### config.mk
export PLATFORM = sky130hd
export DESIGN_NAME = ctrl_pipe
export DESIGN_NICKNAME = d
export VERILOG_FILES = /design/src/rtl/ctrl_pipe_pkg.sv /design/src/rtl/ctrl_decode.sv /design/src/rtl/ctrl_pipe.sv
export SDC_FILE = /design/constraint.sdc
export NUM_CORES = 1
export LEC_CHECK = 0
export CORE_MARGIN = 3
export CORE_UTILIZATION = 30
export DETAILED_ROUTE_END_ITERATION = 8
export PLACE_DENSITY_LB_ADDON = 0.3
export SETUP_SLACK_MARGIN = 0.02
export SLEW_MARGIN = 30
export SYNTH_ARGS = -nofsm -noshare
export SYNTH_HDL_FRONTEND = slang
export SYNTH_SLANG_ARGS = --single-unit
### constraint.sdc
create_clock -name clk -period 3.2 [get_ports clk]
set_input_delay 0.64 -clock clk [delete_from_list [all_inputs] [get_ports clk]]
set_output_delay 0.64 -clock clk [all_outputs]
set_load 0.05 [all_outputs]
### src/rtl/ctrl_pipe_pkg.sv
// Shared control encodings for the DEC/EX/MEM/WB control pipeline.
// Latency: none (constants, types, and one pure helper function).
// Backpressure: not applicable.
package ctrl_pipe_pkg;

    // Major opcodes (insn[6:0])
    localparam logic [6:0] OP_LUI    = 7'b0110111;
    localparam logic [6:0] OP_AUIPC  = 7'b0010111;
    localparam logic [6:0] OP_JAL    = 7'b1101111;
    localparam logic [6:0] OP_JALR   = 7'b1100111;
    localparam logic [6:0] OP_BRANCH = 7'b1100011;
    localparam logic [6:0] OP_LOAD   = 7'b0000011;
    localparam logic [6:0] OP_STORE  = 7'b0100011;
    localparam logic [6:0] OP_IMM    = 7'b0010011;
    localparam logic [6:0] OP_REG    = 7'b0110011;

    // funct3 for the integer ALU group
    localparam logic [2:0] F3_ADD  = 3'b000;
    localparam logic [2:0] F3_SLL  = 3'b001;
    localparam logic [2:0] F3_SLT  = 3'b010;
    localparam logic [2:0] F3_SLTU = 3'b011;
    localparam logic [2:0] F3_XOR  = 3'b100;
    localparam logic [2:0] F3_SRL  = 3'b101;
    localparam logic [2:0] F3_OR   = 3'b110;
    localparam logic [2:0] F3_AND  = 3'b111;

    // funct7 variants
    localparam logic [6:0] F7_BASE   = 7'h00;
    localparam logic [6:0] F7_ALT    = 7'h20;
    localparam logic [6:0] F7_MULDIV = 7'h01;

    // ALU operation codes
    localparam logic [4:0] ALU_ADD    = 5'd0;
    localparam logic [4:0] ALU_SUB    = 5'd1;
    localparam logic [4:0] ALU_SLL    = 5'd2;
    localparam logic [4:0] ALU_SLT    = 5'd3;
    localparam logic [4:0] ALU_SLTU   = 5'd4;
    localparam logic [4:0] ALU_XOR    = 5'd5;
    localparam logic [4:0] ALU_SRL    = 5'd6;
    localparam logic [4:0] ALU_SRA    = 5'd7;
    localparam logic [4:0] ALU_OR     = 5'd8;
    localparam logic [4:0] ALU_AND    = 5'd9;
    localparam logic [4:0] ALU_COPYB  = 5'd10;
    // M-extension codes are 5'b10_<funct3> so decode can splice funct3 in.
    localparam logic [4:0] ALU_MUL    = 5'd16;
    localparam logic [4:0] ALU_MULH   = 5'd17;
    localparam logic [4:0] ALU_MULHSU = 5'd18;
    localparam logic [4:0] ALU_MULHU  = 5'd19;
    localparam logic [4:0] ALU_DIV    = 5'd20;
    localparam logic [4:0] ALU_DIVU   = 5'd21;
    localparam logic [4:0] ALU_REM    = 5'd22;
    localparam logic [4:0] ALU_REMU   = 5'd23;

    // Writeback source select
    localparam logic [1:0] WB_ALU = 2'b00;
    localparam logic [1:0] WB_MEM = 2'b01;
    localparam logic [1:0] WB_PC4 = 2'b10;

    // immsel: instruction carries an immediate; rs1sel: operand A is PC;
    // rs2sel: operand B is the immediate.
    typedef struct packed {
        logic       pcsel;
        logic       immsel;
        logic       regwren;
        logic       rs1sel;
        logic       rs2sel;
        logic       memren;
        logic       memwren;
        logic [1:0] wbsel;
        logic [4:0] alusel;
        logic       is_branch;
        logic [2:0] funct3;
    } ctrl_t;

    // Base ALU op for a funct3 (shift right defaults to logical).
    function automatic logic [4:0] alu_from_f3(input logic [2:0] f3);
        logic [4:0] op;
        case (f3)
            F3_ADD:  op = ALU_ADD;
            F3_SLL:  op = ALU_SLL;
            F3_SLT:  op = ALU_SLT;
            F3_SLTU: op = ALU_SLTU;
            F3_XOR:  op = ALU_XOR;
            F3_SRL:  op = ALU_SRL;
            F3_OR:   op = ALU_OR;
            default: op = ALU_AND;
        endcase
        return op;
    endfunction

endpackage

### src/rtl/ctrl_decode.sv
// Combinational instruction decode into a ctrl_t bundle plus register fields.
// Latency: 0 cycles (pure combinational).
// Backpressure: none; ports: insn in; ctrl, illegal, rd/rs1/rs2, use_rs1/use_rs2 out.
module ctrl_decode
    import ctrl_pipe_pkg::*;
#(
    parameter int EN_M = 0
) (
    input  logic [31:0] insn,
    output ctrl_t       ctrl,
    output logic        illegal,
    output logic [4:0]  rd,
    output logic [4:0]  rs1,
    output logic [4:0]  rs2,
    output logic        use_rs1,
    output logic        use_rs2
);

    logic [6:0] opcode;
    logic [2:0] funct3;
    logic [6:0] funct7;

    assign opcode = insn[6:0];
    assign rd     = insn[11:7];
    assign funct3 = insn[14:12];
    assign rs1    = insn[19:15];
    assign rs2    = insn[24:20];
    assign funct7 = insn[31:25];

    always_comb begin
        ctrl        = '0;
        illegal     = 1'b0;
        use_rs1     = 1'b0;
        use_rs2     = 1'b0;
        ctrl.funct3 = funct3;
        case (opcode)
            OP_REG: begin
                use_rs1      = 1'b1;
                use_rs2      = 1'b1;
                ctrl.regwren = 1'b1;
                ctrl.wbsel   = WB_ALU;
                case (funct7)
                    F7_BASE: ctrl.alusel = alu_from_f3(funct3);
                    F7_ALT: begin
                        if (funct3 == F3_ADD)
                            ctrl.alusel = ALU_SUB;
                        else if (funct3 == F3_SRL)
                            ctrl.alusel = ALU_SRA;
                        else
                            illegal = 1'b1;
                    end
                    F7_MULDIV: begin
                        if (EN_M != 0)
                            ctrl.alusel = {2'b10, funct3};
                        else
                            illegal = 1'b1;
                    end
                    default: illegal = 1'b1;
                endcase
            end
            OP_IMM: begin
                use_rs1      = 1'b1;
                ctrl.regwren = 1'b1;
                ctrl.immsel  = 1'b1;
                ctrl.rs2sel  = 1'b1;
                ctrl.wbsel   = WB_ALU;
                if (funct3 == F3_SRL && funct7 == F7_ALT)
                    ctrl.alusel = ALU_SRA;
                else
                    ctrl.alusel = alu_from_f3(funct3);
            end
            OP_LOAD: begin
                use_rs1      = 1'b1;
                ctrl.regwren = 1'b1;
                ctrl.immsel  = 1'b1;
                ctrl.rs2sel  = 1'b1;
                ctrl.memren  = 1'b1;
                ctrl.wbsel   = WB_MEM;
                ctrl.alusel  = ALU_ADD;
            end
            OP_STORE: begin
                use_rs1      = 1'b1;
                use_rs2      = 1'b1;
                ctrl.immsel  = 1'b1;
                ctrl.rs2sel  = 1'b1;
                ctrl.memwren = 1'b1;
                ctrl.alusel  = ALU_ADD;
            end
            OP_BRANCH: begin
                use_rs1        = 1'b1;
                use_rs2        = 1'b1;
                ctrl.immsel    = 1'b1;
                ctrl.is_branch = 1'b1;
                ctrl.alusel    = ALU_SUB;
            end
            OP_JAL: begin
                ctrl.pcsel   = 1'b1;
                ctrl.regwren = 1'b1;
                ctrl.immsel  = 1'b1;
                ctrl.rs1sel  = 1'b1;
                ctrl.rs2sel  = 1'b1;
                ctrl.wbsel   = WB_PC4;
                ctrl.alusel  = ALU_ADD;
            end
            OP_JALR: begin
                use_rs1      = 1'b1;
                ctrl.pcsel   = 1'b1;
                ctrl.regwren = 1'b1;
                ctrl.immsel  = 1'b1;
                ctrl.rs2sel  = 1'b1;
                ctrl.wbsel   = WB_PC4;
                ctrl.alusel  = ALU_ADD;
            end
            OP_LUI: begin
                ctrl.regwren = 1'b1;
                ctrl.immsel  = 1'b1;
                ctrl.rs2sel  = 1'b1;
                ctrl.alusel  = ALU_COPYB;
            end
            OP_AUIPC: begin
                ctrl.regwren = 1'b1;
                ctrl.immsel  = 1'b1;
                ctrl.rs1sel  = 1'b1;
                ctrl.rs2sel  = 1'b1;
                ctrl.alusel  = ALU_ADD;
            end
            default: illegal = 1'b1;
        endcase

        // Illegal instructions travel as an all-zero NOP bundle and claim no
        // source registers, so they can never raise a load-use hazard.
        if (illegal) begin
            ctrl    = '0;
            use_rs1 = 1'b0;
            use_rs2 = 1'b0;
        end else if (rd == 5'd0) begin
            ctrl.regwren = 1'b0;
        end
    end

endmodule

### src/rtl/ctrl_pipe.sv
// DEC->EX->MEM->WB control pipeline with load-use hazard detection and retire counter.
// Latency: insn_i to ex_* 1 cycle, to wb_* 3 cycles.
// Backpressure: stall_i freezes every stage; hazard_o asks decode to hold insn_i one cycle.
module ctrl_pipe
    import ctrl_pipe_pkg::*;
#(
    parameter int DWIDTH = 32,
    parameter int EN_M   = 0
) (
    input  logic              clk,
    input  logic              reset,
    input  logic [DWIDTH-1:0] insn_i,
    input  logic              insn_valid_i,
    input  logic              stall_i,
    input  logic              flush_i,
    output logic              hazard_o,
    output logic              ex_valid_o,
    output ctrl_t             ex_ctrl_o,
    output logic [4:0]        ex_rd_o,
    output logic [4:0]        ex_rs1_o,
    output logic [4:0]        ex_rs2_o,
    output logic              mem_valid_o,
    output ctrl_t             mem_ctrl_o,
    output logic [4:0]        mem_rd_o,
    output logic              wb_valid_o,
    output logic              wb_regwren_o,
    output logic [1:0]        wb_wbsel_o,
    output logic [4:0]        wb_rd_o,
    output logic              illegal_o,
    output logic [31:0]       retired_o
);

    ctrl_t      dec_ctrl;
    logic       dec_illegal;
    logic [4:0] dec_rd;
    logic [4:0] dec_rs1;
    logic [4:0] dec_rs2;
    logic       dec_use_rs1;
    logic       dec_use_rs2;
    logic       flush_pend;
    logic       flush_eff;
    logic       take;

    ctrl_decode #(.EN_M(EN_M)) u_decode (
        .insn    (insn_i[31:0]),
        .ctrl    (dec_ctrl),
        .illegal (dec_illegal),
        .rd      (dec_rd),
        .rs1     (dec_rs1),
        .rs2     (dec_rs2),
        .use_rs1 (dec_use_rs1),
        .use_rs2 (dec_use_rs2)
    );

    // Load in EX whose destination is read by the instruction in decode.
    assign hazard_o = insn_valid_i && ex_valid_o && ex_ctrl_o.memren &&
                      (ex_rd_o != 5'd0) &&
                      ((dec_use_rs1 && (dec_rs1 == ex_rd_o)) ||
                       (dec_use_rs2 && (dec_rs2 == ex_rd_o)));

    // A flush seen during a stall is remembered and applied on release.
    assign flush_eff = flush_i || flush_pend;
    assign take      = insn_valid_i && !flush_eff && !hazard_o;

    always_ff @(posedge clk or posedge reset) begin
        if (reset) begin
            ex_valid_o   <= 1'b0;
            ex_ctrl_o    <= '0;
            ex_rd_o      <= '0;
            ex_rs1_o     <= '0;
            ex_rs2_o     <= '0;
            mem_valid_o  <= 1'b0;
            mem_ctrl_o   <= '0;
            mem_rd_o     <= '0;
            wb_valid_o   <= 1'b0;
            wb_regwren_o <= 1'b0;
            wb_wbsel_o   <= '0;
            wb_rd_o      <= '0;
            illegal_o    <= 1'b0;
            flush_pend   <= 1'b0;
            retired_o    <= '0;
        end else if (stall_i) begin
            if (flush_i)
                flush_pend <= 1'b1;
        end else begin
            flush_pend   <= 1'b0;
            wb_valid_o   <= mem_valid_o;
            wb_regwren_o <= mem_ctrl_o.regwren;
            wb_wbsel_o   <= mem_ctrl_o.wbsel;
            wb_rd_o      <= mem_rd_o;
            mem_valid_o  <= ex_valid_o;
            mem_ctrl_o   <= ex_ctrl_o;
            mem_rd_o     <= ex_rd_o;
            if (take) begin
                ex_valid_o <= 1'b1;
                ex_ctrl_o  <= dec_ctrl;
                ex_rd_o    <= dec_rd;
                ex_rs1_o   <= dec_rs1;
                ex_rs2_o   <= dec_rs2;
            end else begin
                ex_valid_o <= 1'b0;
                ex_ctrl_o  <= '0;
                ex_rd_o    <= '0;
                ex_rs1_o   <= '0;
                ex_rs2_o   <= '0;
            end
            illegal_o <= take && dec_illegal;
            if (wb_valid_o)
                retired_o <= retired_o + 32'd1;
        end
    end

endmodule
# [Yosys cells after proc, flatten, opt, wreduce, memory -nomap -nowiden]
# Index checks and enable logic that the tools add are counted.
[word_totals] in_bits=37 output_inout_bits=101 wordCells=116 register_bits=101
[classes] n_eq_ne=19 n_mux=34 add_sub_neg=1 n_reduce_logical=26 bitwise=1
[op_table] cell="adder 32 x 1 -> 32 bit (second input constant)" count=1
[op_table] cell="equality test 7 x 6 -> 1 bit (second input constant)" count=4
[op_table] cell="case mux 4 bit (7 select lines)" count=1
[op_table] cell="equality test 7 bit (second input constant)" count=3
[op_table] cell="two-way mux 5 bit" count=4
[op_table] cell="case mux 5 bit (4 select lines)" count=1
[op_table] cell="two-way mux 1 bit" count=19
[op_table] cell="two-way mux 18 bit" count=1
[op_table] cell="two-way mux 15 bit" count=1
[op_table] cell="equality test 7 x 5 -> 1 bit (second input constant)" count=2
[op_table] cell="OR reduction 7 bit" count=2
[op_table] cell="equality test 5 bit" count=2
[op_table] cell="logical AND 1 bit" count=10
[op_table] cell="case mux 5 bit (2 select lines)" count=1
[op_table] cell="equality test 3 bit (second input constant)" count=3
[op_table] cell="OR reduction 8 bit" count=1
[op_table] cell="equality test 7 x 2 -> 1 bit (second input constant)" count=1
[op_table] cell="zero test 7 bit" count=1
[op_table] cell="equality test 3 x 2 -> 1 bit (second input constant)" count=2
[op_table] cell="OR reduction 6 bit" count=1
[op_table] cell="zero test 5 bit" count=1
[op_table] cell="nonzero test 5 bit" count=1
[op_table] cell="two-way mux 4 bit" count=1
[op_table] cell="case mux 1 bit (2 select lines)" count=2
[op_table] cell="other kinds (12)" count=15

# [Logic depth before layout (Yosys ltp)]
# Gate-level depths: netlist of the first run.
[depth] word_depth=12 mapped_depth=9 ltp_nobuf=6

# [Modules after synthesis]
# A second synthesis of the first run with hierarchy kept.
[hier_totals] cells_unflattened=477 area_unflattened_um2=5161.2
[by_module_without_submodules] mod="ctrl_pipe" cells_each=380 instances=1 area_each_um2=4521.8 seq_area_each_um2=2527.4
[by_module_without_submodules] mod="ctrl_decode" cells_each=97 instances=1 area_each_um2=639.4 seq_area_each_um2=0.0

# [Worst setup path before layout of the first run]
# No wires, ideal clock.
[synth_path] path_kind="input-to-output" startpoint="input insn_i[5]" endpoint="output hazard_o" required_time_ps=2560 slack_ps=534 path_buffers=2 t_arrival_ps=2026 stages=7 cell_sequence="buf_2 -> and3b_1 -> buf_2 -> o211ai_1 -> o22a_1 -> nor2_2 -> and2_1"
[synth_via] elab_chain_len=7 word_cells_on_any_way=21 cone_classes="9 x eq/ne; 5 x mux; 7 x reduce/logical"
[synth_lines] item="from (decl)" line="ctrl_pipe.sv:12" text="input logic [DWIDTH-1:0] insn_i,"
[synth_lines] item="equality test 7 x 5 -> 1 bit, or another cell as far along" line="ctrl_decode.sv:36" text="case (opcode)"
[synth_lines] item="OR reduction 8 bit (no line), or another cell as far along"
[synth_lines] item="case mux 1 bit (2 select lines) or two-way mux 1 bit (tied branches)" line="ctrl_decode.sv:36"
[synth_lines] item="two-way mux 1 bit" line="ctrl_decode.sv:132" text="if (illegal) begin"
[synth_lines] item="logical AND 1 bit (on tied branches)" line="ctrl_pipe.sv:58, ctrl_pipe.sv:59"
[synth_lines] item="logical OR 1 bit (*)" line="ctrl_pipe.sv:58" text="((dec_use_rs1 && (dec_rs1 == ex_rd_o)) ||"
[synth_lines] item="logical AND 1 bit (*)" line="ctrl_pipe.sv:57" text="(ex_rd_o != 5'd0) &&"
[synth_lines] item="to (decl)" line="ctrl_pipe.sv:16" text="output logic hazard_o,"
# Mark *: on every way between the ends. The rest lies on a longest branch, timed or not.

# [Worst setup path after layout of the first run]
[layout_path] startpoint="input insn_i[26]" endpoint="output hazard_o"
[layout_via] elab_chain_len=7 word_cells_on_any_way=10 cone_classes="1 x eq/ne; 4 x mux; 5 x reduce/logical"
[layout_lines] item="equality test 7 x 6 -> 1 bit or zero test 7 bit (tied branches)" line="ctrl_decode.sv:42" text="case (funct7)"
[layout_lines] item="case mux 1 bit (2 select lines) (*)" line="ctrl_decode.sv:42"
[layout_lines] item="case mux 1 bit (2 select lines) (*)" line="ctrl_decode.sv:36"
[layout_lines] item="two-way mux 1 bit" line="ctrl_decode.sv:132"
[layout_lines] item="logical AND 1 bit (on tied branches)" line="ctrl_pipe.sv:58, ctrl_pipe.sv:59"
[layout_lines] item="logical OR 1 bit (*)" line="ctrl_pipe.sv:58"
[layout_lines] item="logical AND 1 bit (*)" line="ctrl_pipe.sv:57"
# Marked as above.

==> impl_metrics.py, run 1 <==
metrics = {
    "sta": {
        "grt_setup_unrepaired": "false",
        "max_slew_margin": 0.4314,
        "setup_tns_ns": 0,
        "finalSetupViolCount": 0,
        "finalCriticalPeriod_ns": 3.087,
        "finalCritPeriodShare": 0.9646,
        "slew_violations": 0,
        "fin_skew_ns": 0.006251,
        "finalHoldViolCount": 0,
        "fmax_ghz": 0.3240,
        "tightest_slew_ns": 0.8529,
    },
    "yosys": {
        "synth_edf_count": 0,
        "async_flop_share": 1.000,
        "synth_top_area_cell": "dfrtp_1",
        "ys.flop_type": "dfrtp_1",
        "synth_top_area_frac": 0.5588,
        "ys_types": 51,
        "syn_inst": 356,
        "synth_area_per_cell_um2": 12.20,
        "ys.warnings.count": 0,
        "ys_seq_elements": 97,
        "yosysSeqAreaShare": 0.5588,
        "synth_area_leaders": "dfrtp_1, mux2_2, xnor2_1, a22o_1, xor2_1",
        "synthesis.area_mm2": 0.004344,
    },
    "critical_path": {
        "cp.arrival_ns": 2.45,
        "crit_chain": "clkdlybuf4s50_1 > or4_4 > nor3_2 > nand2_1 > a21oi_2 > and2_1 > buf_12",
        "r2r_cells": 6,
        "crit_path_start_kind": "input port",
        "r2r_end": "ex_rs1_o[3]",
        "reg2reg_slack_ns": 0.71,
        "worstPathMaxFanout": 4,
        "worstSetupPathType": "input port to output pin",
        "endpoint_kind": "output pin",
        "max_stage_delay_ns": 0.55,
        "cp-startpoint": "insn_i[26]",
        "crit_required_ns": 2.56,
        "cpMaxStageDelayCell": "or4_4",
        "r2r-start": "ex_rd_o[1]",
        "cp-endpoint": "hazard_o",
    },
    "cells_and_area": {
        "seq_area_mm2": 0.002427,
        "fillCellCount": 1321,
        "mostFrequentLayoutCell": "clkdlybuf4s50_1",
        "antenna_cells": 0,
        "fin_nets": 531,
        "drive_gt1_frac": 0.1586,
        "syn2layout_area_growth_pct": 42.48,
        "multi_input_area_mm2": 0.001792,
        "final_cell_mix": "clkdlybuf4s50_1, dfrtp_1, mux2_2",
    },
    "floorplanning": {
        "num_rows": 43,
        "start_util": 0.3094,
        "ios": 138,
        "coreArea_mm2": 0.01404,
        "die_w_um": 126.3,
        "die_area_mm2": 0.01596,
        "die_h_um": 126.3,
    },
    "clock_tree": {
        "clk_pin_slew_ns": 0.06,
        "cts_max_level": 3,
        "cts_resized": 0,
        "root_buffer": "clkbuf_16",
        "hold_buffers": 0,
        "insertion_delay_ns": 0.34,
        "cts_buffer_depth": 2,
        "cts-buffers-inserted": 9,
        "post-cts-setup-buffers": 0,
        "tritoncts_num_sinks": 97,
        "cts_tree": "yes",
    },
    "routing": {
        "drcViolationCount": 0,
        "wl_per_cell_um": 16.81,
        "dr.pass1.iters": 5,
        "routed_wl_mm": 11.40,
        "via_count": 3327,
        "detail-route-antenna-nets": 0,
        "drtIter0Drc": 114,
        "vias_per_cell": 4.907,
    },
    "placed_design": {
        "dp_hpwl_mm": 8.350,
        "gp_congestion": 0.7969,
        "port_buffers": 135,
    },
    "min_path": {
        "worst_hold_path_type": "flop to flop",
        "hold_depth": 1,
    },
    "pwr": {
        "p_comb_frac": 0.180,
        "total_power_mw": 2.858,
        "p_seq_frac": 0.467,
        "p_per_area_mw_per_mm2": 461.8,
        "power.clock.fraction": 0.353,
        "internal_power_mw": 2.041,
        "p_sw_mw": 0.8178,
        "swShare": 0.2861,
        "peakVddDrop_uv": 240.6,
        "leakagePower_nw": 2.691,
    },
    "global_route": {
        "grt_pass1_wl_mm": 18.42,
        "grt_use_total": 0.1452,
        "grt_pass1_vias": 3383,
        "antenna_found_initial": 0,
        "grt_max_degree": 58,
        "overflow": 0,
    },
    "run": {
        "cap_viol_max_count": 0,
    },
    "outcome": {
        "status": "finished clean",
    },
}
-- cell families after synthesis --
group,share of synthesized area
AO/OA/AOI/OAI,0.1083
XOR/XNOR,0.08669
adder cells (fa/ha/maj),0.002880
buffers and inverters,0.02967
flip-flops,0.5588
multiplexers,0.08785
other,0.0008632
AND/OR/NAND/NOR,0.1250
-- cell usage after synthesis, types with 2 or more instances --
master,n
xnor2_1,31
nand2_1,27
buf_2,4
a21oi_1,4
o22ai_1,2
a21oi_2,2
clkbuf_1,10
inv_1,4
mux2_2,33
nand3_1,11
nand4_1,12
a32o_1,7
nor2b_1,3
or4_1,2
and2_1,3
and3b_1,2
a22o_1,15
a22o_2,9
xor2_1,12
o21ai_0,7
and3_1,7
buf_4,4
o211ai_1,2
and4_1,3
nor4_2,2
dfrtp_1,97
nor2_1,16
buf_6,2
-- final cells by class --
class,count,area share
clock buffers,14,0.04265
clock inverters,2,0.002021
inverters,4,0.002830
multi-input cells,235,0.2895
flip-flops and latches,97,0.3922
well taps,180,0.03639
repair buffers,146,0.2345
-- routing by layer --
metal  wire length [µm]  track usage
met2               5402       0.2285
met5                  0            0
met3                949      0.05600
met4                150      0.04164
met1               4897       0.1874
-- sequential cells by signal, summed over array words and instances, names as in the netlist, 2 cells and up --
register / flops
ex_ctrl_o: 16
wb_rd_o: 5
ex_rd_o: 5
ex_rs2_o: 5
mem_rd_o: 5
wb_wbsel_o: 2
retired_o: 32
ex_rs1_o: 5
mem_ctrl_o: 16
-- per-stage QoR --
step	area [µm²]	setup slack (ns)	cells	hold slack (ns)	util
floorplan	4348	0.02628	357	0.4562	-
global placement	5913	0.1280	662	0.4637	0.4211
detailed placement	5913	0.1296	662	0.4744	0.4211
CTS	6190	0.1166	678	0.4826	0.4408
global route	6190	0.03354	678	0.5141	0.4408
finish	6190	0.1133	678	0.4741	0.4408
-- worst max-delay path: cells and delay by family --
family          cells  cell delay [ns]
compound gates      1             0.23
simple gates        4             1.01
buf+inv             2             0.57
-- how the worst min path moves through the flow --
stage | startpoint | end | slack [ns]
floorplan | flush_pend | flush_pend | 0.46
global placement | retired_o[31] | retired_o[31] | 0.46
detailed placement | retired_o[31] | retired_o[31] | 0.47
CTS | retired_o[31] | retired_o[31] | 0.48
global route | retired_o[31] | retired_o[31] | 0.51
finish | retired_o[31] | retired_o[31] | 0.47
-- power groups by stage --
stage	clock (mW)	combinational (mW)	sequential [mW]
finish	1.01	0.514	1.34
global route	1.10	0.546	1.34
CTS	1.04	0.521	1.34
detailed placement	0	0.518	1.36
global placement	0	0.514	1.36
floorplan	0	0.148	1.52
No activity file was read; power rests on OpenSTA's default activity.
==> run 2, diff against run 1 <==
Settings changed: CAP_MARGIN set to 20.
==> results of run 2 <==
The final DEF is identical to that of run 1; final timing and power are the same.
